==> src/rtl/decoder_rr_arbiter.sv <==
// decoder_rr_arbiter: round-robin arbiter that shares one 3-to-8 decoder
// between 8 requesters. All outputs are registered.
//
// Handshake: a requester holds req[k] high for as long as it wants the
// decoder. A grant is shown by En=1, I=k, Y=1<<k. The owner ends its grant by
// pulsing done or by dropping req[k]. Every grant is followed by one dead
// RELEASE cycle and one IDLE arbitration cycle before the next grant.
//
// Optional macro TIMEOUT_EN: compiles in an 8-bit hold counter. A grant is
// then forced to end after exactly HOLD_MAX cycles, and timeout pulses during
// the RELEASE cycle that follows.
module decoder_rr_arbiter #(
  parameter int HOLD_MAX = 15
) (
  input  logic       clk,
  input  logic       rst_n,
  input  logic [7:0] req,
  input  logic       done,
  output logic       En,
  output logic [2:0] I,
  output logic [7:0] Y,
  output logic       busy,
  output logic       timeout
);

  typedef enum logic [1:0] {
    S_IDLE    = 2'd0,
    S_GRANT   = 2'd1,
    S_RELEASE = 2'd2
  } state_e;

  // Elaboration-time check of the legal hold length
  generate
    if (HOLD_MAX < 1 || HOLD_MAX > 255) begin : g_bad_hold_max
      $error("HOLD_MAX must be in 1..255");
    end
  endgenerate

  state_e     state_q, state_d;
  logic       en_q, en_d;
  logic [2:0] i_q, i_d;
  logic [7:0] y_q, y_d;
  logic       busy_q, busy_d;
  logic [2:0] ptr_q, ptr_d;
  logic [2:0] sel;
  logic       found;
  logic       release_now;
`ifdef TIMEOUT_EN
  logic [7:0] cnt_q, cnt_d;
  logic       timeout_q, timeout_d;
  logic       hold_hit;
`endif

  // Round-robin search: first set request after ptr, wrapping modulo 8
  always_comb begin
    sel   = ptr_q;
    found = 1'b0;
    for (int k = 1; k <= 8; k++) begin
      logic [2:0] idx;
      idx = ptr_q + 3'(k);
      if (!found && req[idx]) begin
        sel   = idx;
        found = 1'b1;
      end
    end
  end

  // Next-state and registered-output logic for the IDLE/GRANT/RELEASE FSM
  always_comb begin
    state_d     = state_q;
    en_d        = en_q;
    i_d         = i_q;
    y_d         = y_q;
    busy_d      = busy_q;
    ptr_d       = ptr_q;
    release_now = 1'b0;
`ifdef TIMEOUT_EN
    cnt_d       = cnt_q;
    timeout_d   = 1'b0;
    hold_hit    = (cnt_q == 8'(HOLD_MAX - 1));
`endif
    unique case (state_q)
      S_IDLE: begin
        if (found) begin
          state_d = S_GRANT;
          en_d    = 1'b1;
          i_d     = sel;
          y_d     = 8'h01 << sel;
          busy_d  = 1'b1;
`ifdef TIMEOUT_EN
          cnt_d   = 8'h00;
`endif
        end
      end
      S_GRANT: begin
        release_now = done || !req[i_q];
`ifdef TIMEOUT_EN
        cnt_d = cnt_q + 8'h01;
        // A forced release is flagged only when nothing else ended the grant
        timeout_d   = hold_hit && !release_now;
        release_now = release_now || hold_hit;
`endif
        if (release_now) begin
          state_d = S_RELEASE;
          en_d    = 1'b0;
          y_d     = 8'h00;
          ptr_d   = i_q;
        end
      end
      S_RELEASE: begin
        state_d = S_IDLE;
        busy_d  = 1'b0;
      end
      default: begin
        state_d = S_IDLE;
        en_d    = 1'b0;
        y_d     = 8'h00;
        busy_d  = 1'b0;
      end
    endcase
  end

  // State and output registers; reset drops the grant immediately
  always_ff @(posedge clk or negedge rst_n) begin
    if (!rst_n) begin
      state_q <= S_IDLE;
      en_q    <= 1'b0;
      i_q     <= 3'd0;
      y_q     <= 8'h00;
      busy_q  <= 1'b0;
      ptr_q   <= 3'd7;
    end else begin
      state_q <= state_d;
      en_q    <= en_d;
      i_q     <= i_d;
      y_q     <= y_d;
      busy_q  <= busy_d;
      ptr_q   <= ptr_d;
    end
  end

`ifdef TIMEOUT_EN
  // Hold counter and timeout pulse register
  always_ff @(posedge clk or negedge rst_n) begin
    if (!rst_n) begin
      cnt_q     <= 8'h00;
      timeout_q <= 1'b0;
    end else begin
      cnt_q     <= cnt_d;
      timeout_q <= timeout_d;
    end
  end
  assign timeout = timeout_q;
`else
  assign timeout = 1'b0;
`endif

  assign En   = en_q;
  assign I    = i_q;
  assign Y    = y_q;
  assign busy = busy_q;

endmodule

==> config.mk <==
export PLATFORM = sky130hd
export DESIGN_NAME = decoder_rr_arbiter
export DESIGN_NICKNAME = d
export VERILOG_FILES = /design/src/rtl/decoder_rr_arbiter.sv
export SDC_FILE = /design/constraint.sdc
export NUM_CORES = 1
export LEC_CHECK = 0
export ABC_AREA = 1
export CAP_MARGIN = 5
export CORE_AREA = 8 8 76 84
export DETAILED_ROUTE_END_ITERATION = 12
export DIE_AREA = 0 0 84 92
export GPL_TIMING_DRIVEN = 0
export PLACE_DENSITY_LB_ADDON = 0.25
export SETUP_SLACK_MARGIN = 0.1
export SKIP_LAST_GASP = 1
export SYNTH_ARGS = -nofsm -noshare
export SYNTH_HDL_FRONTEND = slang
export SYNTH_SLANG_ARGS = --single-unit
==> constraint.sdc <==
create_clock -name clk -period 2.9 [get_ports clk]
set_input_delay 0.58 -clock clk [delete_from_list [all_inputs] [get_ports clk]]
set_output_delay 0.58 -clock clk [all_outputs]
set_load 0.01 [all_outputs]
==> results.tsv, run 1 <==
stage	metric	value	unit
routing	top routing layer in use	met4	
die	Die Area	7730	um2
grt	first-pass GRT wire length	6970	um
logic_synthesis	EDFF count, synth	0	
routing	wire length on met2	1980	um
routing	antenna-violating nets left	0	
routing	total routed wirelength	4030	um
routing	Via density	4.74	
setup_path	crit path max fanout	10	
timing	measured slew at the worst slew-check pin	0.802	ns
die	I/O Pins	25	
die	row cnt	27	
setup_path	Worst setup EP type	flip-flop	
logic_synthesis	Synth cell types	35	
grt	GR Overflow Total	0	
setup_path	crit path DAT	2.72	ns
timing	TNS Setup	0	ns
clocking	worst skew pair latency	0.25	ns
timing	Worst Skew	0.00289	ns
logic_synthesis	Syn Nets	265	
grt	GRT Total Usage	10.5	%
clocking	clock sink total	18	
timing	min cycle time layout	2.58	ns
logic_synthesis	post-synthesis sequential area ratio	27.8	%
setup_path	Largest stage delay, worst path	0.59	ns
routing	M1 wire length	1900	um
cells_and_area	Final Non-Filler Cells	337	
placed_design	placed cells	333	
setup_path	CP Buf/Inv Count	5	
placed_design	I/O Buffers	23	
die	core area	4970	um2
clocking	CTS Buffer Depth	2	
setup_path	startpoint types	flip-flop	
routing	vias post-DR	1599	
cells_and_area	most frequent cells in the layout	98 x nand2_1, 27 x nand3_1, 23 x clkdlybuf4s50_1	
routing	DR iter-0 viols	61	
cells_and_area	commonest non-fill, non-tap cell in the layout	nand2_1	
clocking	Hold-fix buffers, CTS	0	
setup_path	CP max-delay cell	dfstp_2	
logic_synthesis	Async S/R FF share, synth	100	%
grt	number of global-route vias before repair	1625	
clocking	CTS root buf	clkbuf_8	
logic_synthesis	YS warnings	0	
routing	drt pass-1 iters	4	
clocking	Reg clk slew, reported paths	0.07	ns
setup_path	most used cell along the critical path	nand2_1	
placed_design	GPL Wtd Cong	0.827	
timing	final hold violations	0	
run_status	run status	finished, final reports clean	
routing	met3 WL post-DR	43	um
clocking	H-tree depth	1	
cells_and_area	ant diodes	0	
grt	antenna violations before repair	0	
die	Initial Utilization	33.0	%
logic_synthesis	Mapped Area	1640	um2
cells_and_area	Nets	293	
timing	RSZ-0062 raised after global routing	no	
hold_path	Worst Hold Class	reg2reg	
setup_path	Critical Path RT	3.04	ns
logic_synthesis	Synth Flop Type	dfrtp_1	
logic_synthesis	cell count after synthesis	252	
cells_and_area	area growth from synthesis to layout	22.9	%
die	die height	92	um
timing	fmax	0.388	GHz
logic_synthesis	register bit total from synthesis	18	
timing	Final Max Tran Viols	0	
clocking	CTS tree	built	
setup_path	Top delay family on crit path	simple AND/OR/NAND/NOR gates	
timing	Slew Limit Headroom	46.4	%
grt	largest net degree at the start of global routing	19	
clocking	Inserted Clock Buffers	3	
placed_design	hpwl dp	3310	um
logic_synthesis	Avg Cell Area, Syn	6.49	um2
routing	Remaining DRCs	0	
die	Die Wd	84	um
routing	Avg WL per Cell	11.9	um
setup_path	Crit Path Category	reg2reg	
cells_and_area	layout cells sized above 1	20.4	%
timing	final clock period utilization by the worst path	88.9	%
timing	final setup fails	0	
job	Max-Cap Viols	0	
setup_path	CP cell instances	inv_2 -> buf_6 -> ha_4 -> inv_4 -> nand3_1 -> nand2_1 -> nand2_1 -> nand2_2 -> nand4_2 -> nor2_1 -> nand3_1 -> nand2_2 -> inv_4 -> nand3_2 -> inv_2 -> nand2_1 -> nand2_1	
[cells in the mapped netlist (3+ instances only)]
library cell / instances / share of area, %
nand3_2: 3 / 1.8
inv_2: 8 / 1.8
nor2_1: 15 / 3.4
nand2_1: 98 / 22
nand4_1: 3 / 1.1
nand2_2: 16 / 6.1
buf_4: 3 / 1.4
inv_1: 19 / 4.4
dfrtp_1: 15 / 23
o21ai_0: 12 / 3.7
nand3_1: 27 / 8.3
dfstp_2: 3 / 4.8
[cell families (layout without fill, tap and decap cells)]
logic type      count (synthesis)  in the layout  share of synthesized area, %
fa+ha+maj                       2              2                          1.53
xor+xnor                        3              3                          2.06
compound gates                 20             20                          7.26
simple gates                  173            173                          51.6
flops                          18             18                          27.8
other cells                     1              1                         0.229
buf+inv                        35             62                          9.56
[cell type report]
type                    count  area, um2
plain buffers               5       41.3
well taps                  58       72.6
repair buffers             23        230
flip-flops and latches     18        454
fillers                   526       2950
clock buffers               4       55.1
multi-input cells         199       1040
inverters                  30        120
[worst register-to-register path: stages (launching register included)]
cell	delay [ns]
dfstp_2	0.59
inv_2	0.06
buf_6	0.15
ha_4	0.27
inv_4	0.11
nand3_1	0.13
nand2_1	0.10
nand2_1	0.07
nand2_2	0.16
nand4_2	0.14
nor2_1	0.11
nand3_1	0.10
nand2_2	0.15
inv_4	0.08
nand3_2	0.09
inv_2	0.05
nand2_1	0.06
nand2_1	0.05
[path summary, 6_finish.rpt]
check                           startpoint   end  slack (ns)  cells after the start
worst max-delay path              ptr_q[0]  Y[7]        0.32                     17
worst min-delay path                  Y[0]  Y[0]        0.48                      2
worst max register to register    ptr_q[0]  Y[7]        0.32                     17
worst min register to register        Y[0]  Y[0]        0.48                      2
max in group asynchronous            rst_n  Y[1]        1.61                      1
min in group asynchronous            rst_n  Y[7]        0.79                      1
[through the flow]
stage                     instance area (um2)  util, %  hold slack (ns)  setup WS (ns)
after CTS                                2000     40.2            0.490          0.124
final                                    2010     40.5            0.483          0.322
after global routing                     2010     40.5            0.505          0.151
after floorplan                          1640        -            0.284          0.428
after detailed placement                 1940     39.1            0.462        -0.0356
after global placement                   1940     39.1            0.458        -0.0214
[state kept, by name (all words and copies together), names as in the netlist]
signal,flops
I,3
busy,1
ptr_q,3
En,1
state_q,2
Y,8
[metal layers]
metal / global-route usage [%] / vias up
met3: 0.973 / 10
met5: 0 / -
li1: - / 848
met2: 19.0 / 18
met4: 4.61 / 0
met1: 12.3 / 723
[what timing repair did]
action,CTS,global route
buffers inserted,0,0
pin swaps,0,0
gates resized for setup,2,3
setup endpoints to repair,12,12
Power of run 1 is not shown: default switching activity piles up to over one toggle a cycle in this logic, so the estimate is an artifact.
==> inputs of run 2 (changes only) <==
CAP_MARGIN = 20   (was 5)
CORE_AREA = 5 5 73 81   (was 8 8 76 84)
DIE_AREA = 0 0 78 86   (was 0 0 84 92)
==> results.tsv, run 2 (same netlist as run 1, synthesis figures left out) <==
stage	metric	value	unit	change
cells_and_area	max FFs per register	8		unchanged
die	I/O Pins	25		unchanged
cells_and_area	ant diodes	0		unchanged
routing	antenna-violating nets left	0		unchanged
grt	largest net degree at the start of global routing	19		unchanged
cells_and_area	commonest non-fill, non-tap cell in the layout	nand2_1		unchanged
routing	total routed wirelength	3910	um	was 4030 um
grt	GR Overflow Total	0		unchanged
setup_path	crit path max fanout	10		unchanged
cells_and_area	multi-input logic area	1050	um2	was 1040 um2
setup_path	CP max-delay cell	dfstp_2		unchanged
hold_path	Worst Hold Class	reg2reg		unchanged
clocking	Reg clk slew, reported paths	0.07	ns	about the same
clocking	clock sink total	18		unchanged
setup_path	Largest stage delay, worst path	0.59	ns	about the same
setup_path	CP Buf/Inv Count	4		was 5
timing	final setup fails	0		unchanged
placed_design	GPL Wtd Cong	0.815		was 0.827
cells_and_area	Filler Cell Count	530		was 526
timing	measured slew at the worst slew-check pin	0.803	ns	was 0.802 ns
timing	Final Max Tran Viols	0		unchanged
routing	Via density	4.65		was 4.74
routing	drt pass-1 iters	4		unchanged
die	row cnt	27		unchanged
cells_and_area	register area	454	um2	unchanged
die	Initial Utilization	33.0	%	unchanged
clocking	CTS tree	built		unchanged
grt	number of global-route vias before repair	1489		was 1,625
placed_design	I/O Buffers	23		unchanged
cells_and_area	most frequent cells in the layout	98 x nand2_1, 27 x nand3_1, 23 x clkdlybuf4s50_1		unchanged
timing	Slew Limit Headroom	46.3	%	was 46.4%
routing	Avg WL per Cell	11.5	um	was 11.9 um
setup_path	Critical Path RT	3.09	ns	was 3.04 ns
setup_path	most used cell along the critical path	nand2_1		unchanged
run_status	run status	finished, final reports clean		unchanged
die	Die Wd	78	um	was 84 um
clocking	Inserted Clock Buffers	3		unchanged
routing	Remaining DRCs	0		unchanged
die	die height	86	um	was 92 um
setup_path	crit path DAT	2.69	ns	was 2.72 ns
job	Max-Cap Viols	0		unchanged
setup_path	Crit Path Category	reg2reg		unchanged
cells_and_area	Nets	295		was 293
routing	DR iter-0 viols	64		was 61
cells_and_area	area growth from synthesis to layout	24.5	%	was 22.9%
timing	final clock period utilization by the worst path	86.2	%	was 88.9%
clocking	CTS root buf	clkbuf_8		unchanged
placed_design	hpwl dp	3230	um	was 3310 um
grt	first-pass GRT wire length	6660	um	was 6970 um
clocking	worst skew pair latency	0.25	ns	about the same
setup_path	startpoint types	flip-flop		unchanged
die	Die Area	6710	um2	was 7730 um2
grt	GRT Total Usage	11.9	%	was 10.5%
timing	fmax	0.400	GHz	was 0.388 GHz
clocking	CTS Buffer Depth	2		unchanged
timing	min cycle time layout	2.50	ns	was 2.58 ns
timing	Worst Skew	0.00232	ns	was 0.00289 ns
cells_and_area	layout cells sized above 1	21.4	%	was 20.4%
setup_path	Top delay family on crit path	simple AND/OR/NAND/NOR gates		unchanged
cells_and_area	Post-Route Utilization	41.0	%	was 40.5%
grt	antenna violations before repair	0		unchanged
die	core area	4970	um2	unchanged
timing	final hold violations	0		unchanged
setup_path	Worst setup EP type	flip-flop		unchanged
routing	vias post-DR	1577		was 1,599
setup_path	CP cell instances	inv_2 -> buf_6 -> ha_4 -> inv_4 -> nand3_1 -> nand2_1 -> nand2_1 -> nand2_4 -> nand3_4 -> nor2_4 -> nand4_4 -> nand2_1 -> inv_2 -> nand2_2 -> nand2_2 -> nor2_2 -> nand2_1 -> nand2_1		was inv_2 -> buf_6 -> ha_4 -> inv_4 -> nand3_1 -> nand2_1 -> nand2_1 -> nand2_2 -> nand4_2 -> nor2_1 -> nand3_1 -> nand2_2 -> inv_4 -> nand3_2 -> inv_2 -> nand2_1 -> nand2_1
clocking	H-tree depth	1		unchanged
timing	RSZ-0062 raised after global routing	no		unchanged
==> run 2: timing repair <==
item	in CTS	in global routing
buffers inserted	0	2
pin swaps	0	1
cloned	0	0
resized for setup	2	5
hold buffers	0	0
endpoints found under the setup margin	12	12
==> run 2: tightest hold or removal path: cells and delay by family (launching register included) <==
family	cells	cell delay (ns)
DFF	1	0.35
and+or+nand+nor	2	0.10
==> run 2: path summary, 6_finish.rpt <==
| kind | startpoint | end | slack (ns) | cells after the start |
|---|---|---|---|---|
| hold / removal | En | En | 0.48 | 2 |
| setup / recovery | ptr_q[0] | Y[0] | 0.40 | 18 |
| min in group asynchronous | rst_n | Y[2] | 0.79 | 1 |
| setup reg to reg | ptr_q[0] | Y[0] | 0.40 | 18 |
| hold reg to reg | En | En | 0.48 | 2 |
| max in group asynchronous | rst_n | Y[0] | 1.61 | 1 |
==> run 2: cell type report <==
cell class              instances  share of cell area, %
repair buffers                 25                   12.0
well taps                      58                   3.56
inverters                      30                   5.89
multi-input cells             199                   51.5
flip-flops and latches         18                   22.3
clock buffers                   4                   2.70
plain buffers                   5                   2.03
==> run 2: per-layer routing <==
| layer | part of all wire (%) | global-route usage [%] | wire [um] | vias up |
|---|---|---|---|---|
| met5 | 0 | 0 | 0 | - |
| li1 | - | - | - | 851 |
| met4 | 1.7 | 4.30 | 67 | 0 |
| met2 | 50 | 20.9 | 1940 | 21 |
| met3 | 1.3 | 0.735 | 51 | 6 |
| met1 | 47 | 15.4 | 1850 | 699 |
==> run 2: through the flow <==
step / cells / instance area, um2 / worst slack [ns] / hold WS [ns] / setup TNS [ns]
floorplan: 252 / 1640 / 0.428 / 0.284 / 0
global placement: 333 / 1940 / 0.00588 / 0.462 / 0
detailed placement: 333 / 1940 / -0.0115 / 0.462 / -0.0248
CTS: 337 / 2000 / 0.148 / 0.482 / 0
global route: 339 / 2040 / 0.156 / 0.522 / 0
finish: 339 / 2040 / 0.401 / 0.478 / 0
Power of run 2 is left out for the same reason.
